`config.mk`:
```
export PLATFORM = sky130hd
export DESIGN_NAME = bpsk_receiver
export DESIGN_NICKNAME = d
export VERILOG_FILES = /design/src/rtl/rx_pkg.sv /design/src/rtl/bpsk_receiver_int_dump.sv /design/src/rtl/bpsk_receiver.sv
export SDC_FILE = /design/constraint.sdc
export NUM_CORES = 1
export LEC_CHECK = 0
export ABC_CLOCK_PERIOD_IN_PS = 6180
export CELL_PAD_IN_SITES_DETAIL_PLACEMENT = 2
export CELL_PAD_IN_SITES_GLOBAL_PLACEMENT = 2
export CORE_UTILIZATION = 37
export CTS_BUF_LIST = sky130_fd_sc_hd__clkbuf_4 sky130_fd_sc_hd__clkbuf_8
export DETAILED_ROUTE_END_ITERATION = 16
export GPL_TIMING_DRIVEN = 0
export HOLD_SLACK_MARGIN = 0.08
export PLACE_DENSITY_LB_ADDON = 0.1
export REMOVE_ABC_BUFFERS = 1
export SLEW_MARGIN = 20
export SYNTH_ARGS = -nofsm -noshare
export SYNTH_HDL_FRONTEND = slang
export SYNTH_SLANG_ARGS = --single-unit
```
`constraint.sdc`:
```
create_clock -name clk -period 6.18 [get_ports clk]
set_input_delay 1.545 -clock clk [delete_from_list [all_inputs] [get_ports clk]]
set_output_delay 1.545 -clock clk [all_outputs]
set_load 0.05 [all_outputs]
```
`src/rtl/rx_pkg.sv`:
```
// Shared receive-path types and widths.
// Also used by the transmitter for SAMPLE_W.
package rx_pkg;

    typedef enum logic {
        IDLE,
        INTEG
    } state_t;

    localparam int SAMPLE_W = 16;

    // Accumulator width that holds SPS full-scale samples without overflow
    function automatic int acc_width(input int sps);
        return SAMPLE_W + $clog2(sps);
    endfunction

endpackage

```
`src/rtl/bpsk_receiver_int_dump.sv`:
```
// Signed integrate-and-dump accumulator with symbol counter.
// sum is the running total including the sample now presented.
module int_dump
    import rx_pkg::*;
#(
    parameter int SPS   = 8,
    parameter int ACC_W = acc_width(SPS)
) (
    input  logic                      clk,
    input  logic                      reset,
    input  logic                      clear,
    input  logic                      add_en,
    input  logic signed [SAMPLE_W-1:0] sample,
    output logic signed [ACC_W-1:0]   sum,
    output logic                      done
);

    localparam int CNT_W = $clog2(SPS);

    logic signed [ACC_W-1:0] acc;
    logic signed [ACC_W-1:0] sample_x;
    logic [CNT_W-1:0]        cnt;

    assign sample_x = {{(ACC_W-SAMPLE_W){sample[SAMPLE_W-1]}}, sample};
    assign sum      = acc + sample_x;
    assign done     = add_en && (cnt == CNT_W'(SPS - 1));

    // Accumulate valid samples; empty on symbol completion or abort
    always_ff @(posedge clk or negedge reset) begin
        if (!reset) begin
            acc <= '0;
            cnt <= '0;
        end else if (clear || done) begin
            acc <= '0;
            cnt <= '0;
        end else if (add_en) begin
            acc <= sum;
            cnt <= cnt + 1'b1;
        end
    end

endmodule

```
`src/rtl/bpsk_receiver.sv`:
```
// Integrate-and-dump BPSK receiver with hard slicer and
// a one-entry valid/ready output register.
module bpsk_receiver
    import rx_pkg::*;
#(
    parameter int SPS   = 8,
    parameter int ACC_W = acc_width(SPS)
) (
    input  logic                       clk,
    input  logic                       reset,
    input  logic signed [SAMPLE_W-1:0] rx_in,
    input  logic                       rx_valid,
    output logic                       bit_out,
    output logic signed [ACC_W-1:0]    soft_out,
    output logic                       bit_valid,
    input  logic                       bit_ready,
    output logic                       sym_err,
    output logic                       overrun
);

    state_t                  state;
    logic                    clear;
    logic                    done;
    logic                    hard;
    logic signed [ACC_W-1:0] sum;

    assign clear = (state == INTEG) && !rx_valid;
    assign hard  = !sum[ACC_W-1] && (sum != '0);

    int_dump #(
        .SPS   (SPS),
        .ACC_W (ACC_W)
    ) u_int_dump (
        .clk    (clk),
        .reset  (reset),
        .clear  (clear),
        .add_en (rx_valid),
        .sample (rx_in),
        .sum    (sum),
        .done   (done)
    );

    // Symbol framing FSM; flags a partial symbol cut short
    always_ff @(posedge clk or negedge reset) begin
        if (!reset) begin
            state   <= IDLE;
            sym_err <= 1'b0;
        end else begin
            sym_err <= 1'b0;
            unique case (state)
                IDLE: begin
                    if (rx_valid)
                        state <= INTEG;
                end
                INTEG: begin
                    if (!rx_valid) begin
                        state   <= IDLE;
                        sym_err <= 1'b1;
                    end else if (done) begin
                        state <= IDLE;
                    end
                end
                default: state <= IDLE;
            endcase
        end
    end

    // Output register: load on completion when free, else flag overrun
    always_ff @(posedge clk or negedge reset) begin
        if (!reset) begin
            bit_out   <= 1'b0;
            soft_out  <= '0;
            bit_valid <= 1'b0;
            overrun   <= 1'b0;
        end else if (done) begin
            if (!bit_valid || bit_ready) begin
                bit_out   <= hard;
                soft_out  <= sum;
                bit_valid <= 1'b1;
            end else begin
                overrun <= 1'b1;
            end
        end else if (bit_valid && bit_ready) begin
            bit_valid <= 1'b0;
        end
    end

endmodule

```
# After elaboration in Yosys (flattened, before gate mapping)

Cells that the tools add are included.

Bitwise gates (word level): 2
Reduce and logical (&&, ||, !) cells: 15
Multiplexer cells: 13
Equal/unequal tests: 2
$add $sub $neg: 2

Operator list:

| cell                  | count |
|---|---|
| $mux W19              | 2 |
| $add A19 B16 Y19      | 1 |
| $reduce_bool A19 Y1   | 1 |
| $mux W1               | 8 |
| $mux W3               | 2 |
| $reduce_and A2 Y1     | 3 |
| $logic_and A1 B1 Y1   | 4 |
| $reduce_bool A2 Y1    | 2 |
| $add A3 B1 Y3 const B | 1 |
| $eq A3 B3 Y1 const B  | 1 |
| $logic_not A1 Y1      | 3 |
| $logic_or A1 B1 Y1    | 2 |
| $ne A2 B2 Y1 const B  | 1 |
| $not A1 Y1            | 2 |
| $pmux W1 S2           | 1 |

Word-level logic and storage cells: 42
Output and inout bits: 23
Register bits: 46
Input port bits: 20

# Depth between registers and ports, before layout

Word-level depth: 5
Mapped depth: 11

# By module

From an unflattened synthesis, not the netlist that was laid out.

Cell total of the unflattened synthesis: 300
Area total of the unflattened synthesis: 3031.7 um2

Modules (own cells, without submodules):

| module        | seq. area each (um2) | area each (um2) | cells an instance | instances |
|---|---|---|---|---|
| int_dump      | 550.5                | 2074.5          | 237               | 1 |
| bpsk_receiver | 600.6                | 957.2           | 63                | 1 |

# Worst setup path after synthesis

Ideal clock, no wire load.

Path type: input to register
Start: in rx_in[0]
End: reg bit_out
Arrival: 3594 ps
Path buffers: 0
Stages: 11
Setup slack: 2457 ps
Setup time: 130 ps
Data required time: 6050 ps
Path through: ha_1 -> inv_1 -> fa_1 -> nand2b_1 -> a21oi_1 -> nor2_1 -> a21o_1 -> xor2_1 -> or3b_1 -> nor4_1 -> a21oi_1

Word-level cells in the longest chain between the ends: 3
Elaborated cells on any way between the ends: 4
Classes of those cells: 1 x add/sub; 3 x reduce/logical

RTL lines:

| what                                                    | line                         | text |
|---|---|---|
| start: declaration                                      | bpsk_receiver.sv:11          | `input logic signed [SAMPLE_W-1:0] rx_in,` |
| $add A19 B16 Y19 (*)                                    | bpsk_receiver_int_dump.sv:25 | `assign sum = acc + sample_x;` |
| $reduce_bool A19 Y1 or $logic_not A1 Y1 (tied branches) | bpsk_receiver.sv:28          | `assign hard = !sum[ACC_W-1] && (sum != '0);` |
| $logic_and A1 B1 Y1 (*)                                 | bpsk_receiver.sv:28          |  |
| end signal: assignment                                  | bpsk_receiver.sv:77          | `bit_out <= hard;` |
| end: declaration                                        | bpsk_receiver.sv:13          | `output logic bit_out,` |

Every way passes the cells marked *; elsewhere a longest branch is shown, timed or not.
A chain may end at the register's enable or synchronous reset.

# Final worst setup path

Same ends and word-level chain as after synthesis.

==> run summary <==
Via Count: 2608
CTS Buf Count: 5
DRT antenna net count: 0
Drt first-iter violations: 89
Number of distinct library cells after synthesis: 55
Area occupied by multi-input gates: 0.001687 mm^2
Min-delay worst type: reg -> reg
RSZ-0062 raised after global routing: false
Largest net degree at the start of global routing: 47
Num rows: 32
Period utilization: 73.79%
Final TNS setup: 0 ps
Worst Path Arrival: 4750 ps
Hold WS: 482.4 ps
CP Cell Sequence: clkdlybuf4s50_1 -> ha_1 -> inv_1 -> fa_1 -> nand2b_1 -> a21oi_1 -> nor2_1 -> a21o_1 -> a211oi_1 -> nand4b_1 -> nor4_1 -> a21oi_1
Ant. Diodes: 0
Final setup skew: 8.107 ps
Synth area leader: dfrtp_1
CP most frequent cell: a21oi_1
Yosys top cell area share: 39.15%
Status: completed
Setup violation total in the final timing report: 0
Boundary Pins: 43
Critical Path Sink Type: flip-flop
Clk Latency, worst-skew pair: 300 ps
Pre-CTS WS: 1394 ps
All-Layer GR Usage: 23.14%
Placed instance area: 0.003420 mm^2
Critical setup path kind: in -> reg
Maximum clock rate: 219.3 MHz
# DRC: 0
Buffers & Inverters on Critical Path: 2
CTS tree: built
Post-CTS Setup Bufs: 0
Post-synth ARST share: 100.0%
Syn Std Cell Area: 0.002940 mm^2
Detailed Route WL: 8980 um
Design area: 0.003537 mm^2
Die Area: 0.008307 mm^2
Grt ovf: 0
Hold_buf cts: 0
Die X: 91.15 um
Router iterations before antenna repair: 4
Core Box Area: 0.007687 mm^2
Sequential cell area: 0.001151 mm^2
Synth Flop Type: dfrtp_1
Synth-to-layout area growth: 20.30%
Maximum clock insertion buffer count: 2
Worst EP required: 6370 ps
Reg clk slew, reported paths: 100 ps
Fillers: 882
Initial core utilization: 38.25%
Post-synthesis sequential area ratio: 39.15%
Vias/cell: 5.621
Placed insts: 456
First-pass GRT wire length: 14910 um
Fin crit period: 4560 ps
Die Ht: 91.15 um
Worst path top cell family by delay: compound AO/OA/AOI/OAI gates
Fin. max-slew vios: 0
Power Density: 533.1 mW/mm^2
Syn avg cell area: 9.019 um^2
GPL Wtd Cong: 0.7829
Post-route setup slack: 1620 ps
Least-Margin Pin Slew: 965.3 ps
Ranking of synthesized cells by area: dfrtp_1 39%, nand2_1 8.6%, ha_1 8.5%
Final net count: 402
Post-CTS sizing: 0
Initial antenna violation count: 0
Post-route insts no fill: 464
Leakage: 1.563 nW
Max-Cap Viols: 0
Final Hold Fails: 0
Vias in the first global route: 2837
Gate count after technology mapping: 326
Buffers on Ports: 42
Max rail drop VDD: 0.2169 mV
HPWL after detailed placement: 6678 um
CP Max Fanout: 3
YS warnings: 0
Max_slew headroom: 35.52%
H-tree depth: 2
Post-synth EDFFs: 0
Register bit total from synthesis: 46
Layout cells sized above 1: 6.906%
Slowest stage delay, CP: 620 ps
Element type at the critical path start: primary input
CTS root buffer: clkbuf_8
Worst path slowest cell: a211oi_1
DR WL/cell: 19.35 um
Sink Count: 46
==> routing by layer <==
layer  wire, um  track usage, %
met5          0               0
met4        178           6.614
met2       4372           39.84
met3        169           3.099
met1       4259           30.28
==> worst reg2reg max path, stage by stage, from the launching register on <==
cell and delay, ps:
dfrtp_1 370, ha_1 240, inv_1 80, fa_1 400, nand2b_1 210, a21oi_1 260
nor2_1 140, a21o_1 220, a211oi_1 620, nand4b_1 260, nor4_1 230, a21oi_1 60
==> report_power, final <==
part	internal [mW]	switching [mW]
clock	0.122	0.115
sequential	0.411	0.0666
combinational	0.416	0.754
total	0.949	0.936
==> cells in the mapped netlist, types with 6 or more instances <==
cell type	instances
a211oi_1	7
ha_1	20
nor2b_1	10
clkbuf_1	8
nand2_1	67
o21ai_0	23
nor3_1	7
a21oi_1	19
a21o_1	6
nor2_1	20
dfrtp_1	46
a22o_1	12
==> stage by stage <==
stage | power [mW] | util, %
after floorplan | 1.289 | -
after global placement | 1.605 | 44.16
after detailed placement | 1.649 | 44.48
after CTS | 1.899 | 45.95
after global routing | 2.011 | 46.01
final | 1.886 | 46.01
==> cells by family after synthesis <==
logic type | count (synthesis) | synth area share (%)
compound gates | 92 | 21.75
xor+xnor | 11 | 3.532
fa+ha+maj | 21 | 9.192
buf+inv | 21 | 3.830
flops | 46 | 39.15
mux | 2 | 0.6809
simple gates | 133 | 21.87
==> state kept, by name (all words and copies together) (netlist names) <==
signal,flops
overrun,1
soft_out,19
sym_err,1
u_int_dump.acc,19
u_int_dump.cnt,3
bit_valid,1
bit_out,1
state,1
==> cell type report <==
class                      instances  area share (%)
sequential                        46           32.54
timing repair buffer              44           12.45
tap                              102           3.608
clock inverter                     3           1.238
multi-input combinational        259           47.68
clock buffer                       5           1.946
inverter                           5          0.5306
==> placed cells by master (no fill, tap or decap), types with 9 or more instances in the layout <==
cell type,netlist,final
ha_1,20,20
nor2_1,20,19
clkdlybuf4s50_1,0,41
dfrtp_1,46,46
nand2_1,67,67
o21ai_0,23,23
nor2b_1,10,9
a22o_1,12,12
a21oi_1,19,19
==> final timing paths <==
kind,startpoint,endpoint,slack [ps],cells after the start
max in group asynchronous,reset,u_int_dump.acc[7],4510,1
max,rx_in[0],bit_out,1620,12
min,overrun,overrun,480,1
min in group asynchronous,reset,u_int_dump.acc[15],1240,1
min reg2reg,overrun,overrun,480,1
max reg2reg,u_int_dump.acc[0],bit_out,2960,11
No activity file was read; power rests on OpenSTA's default activity.
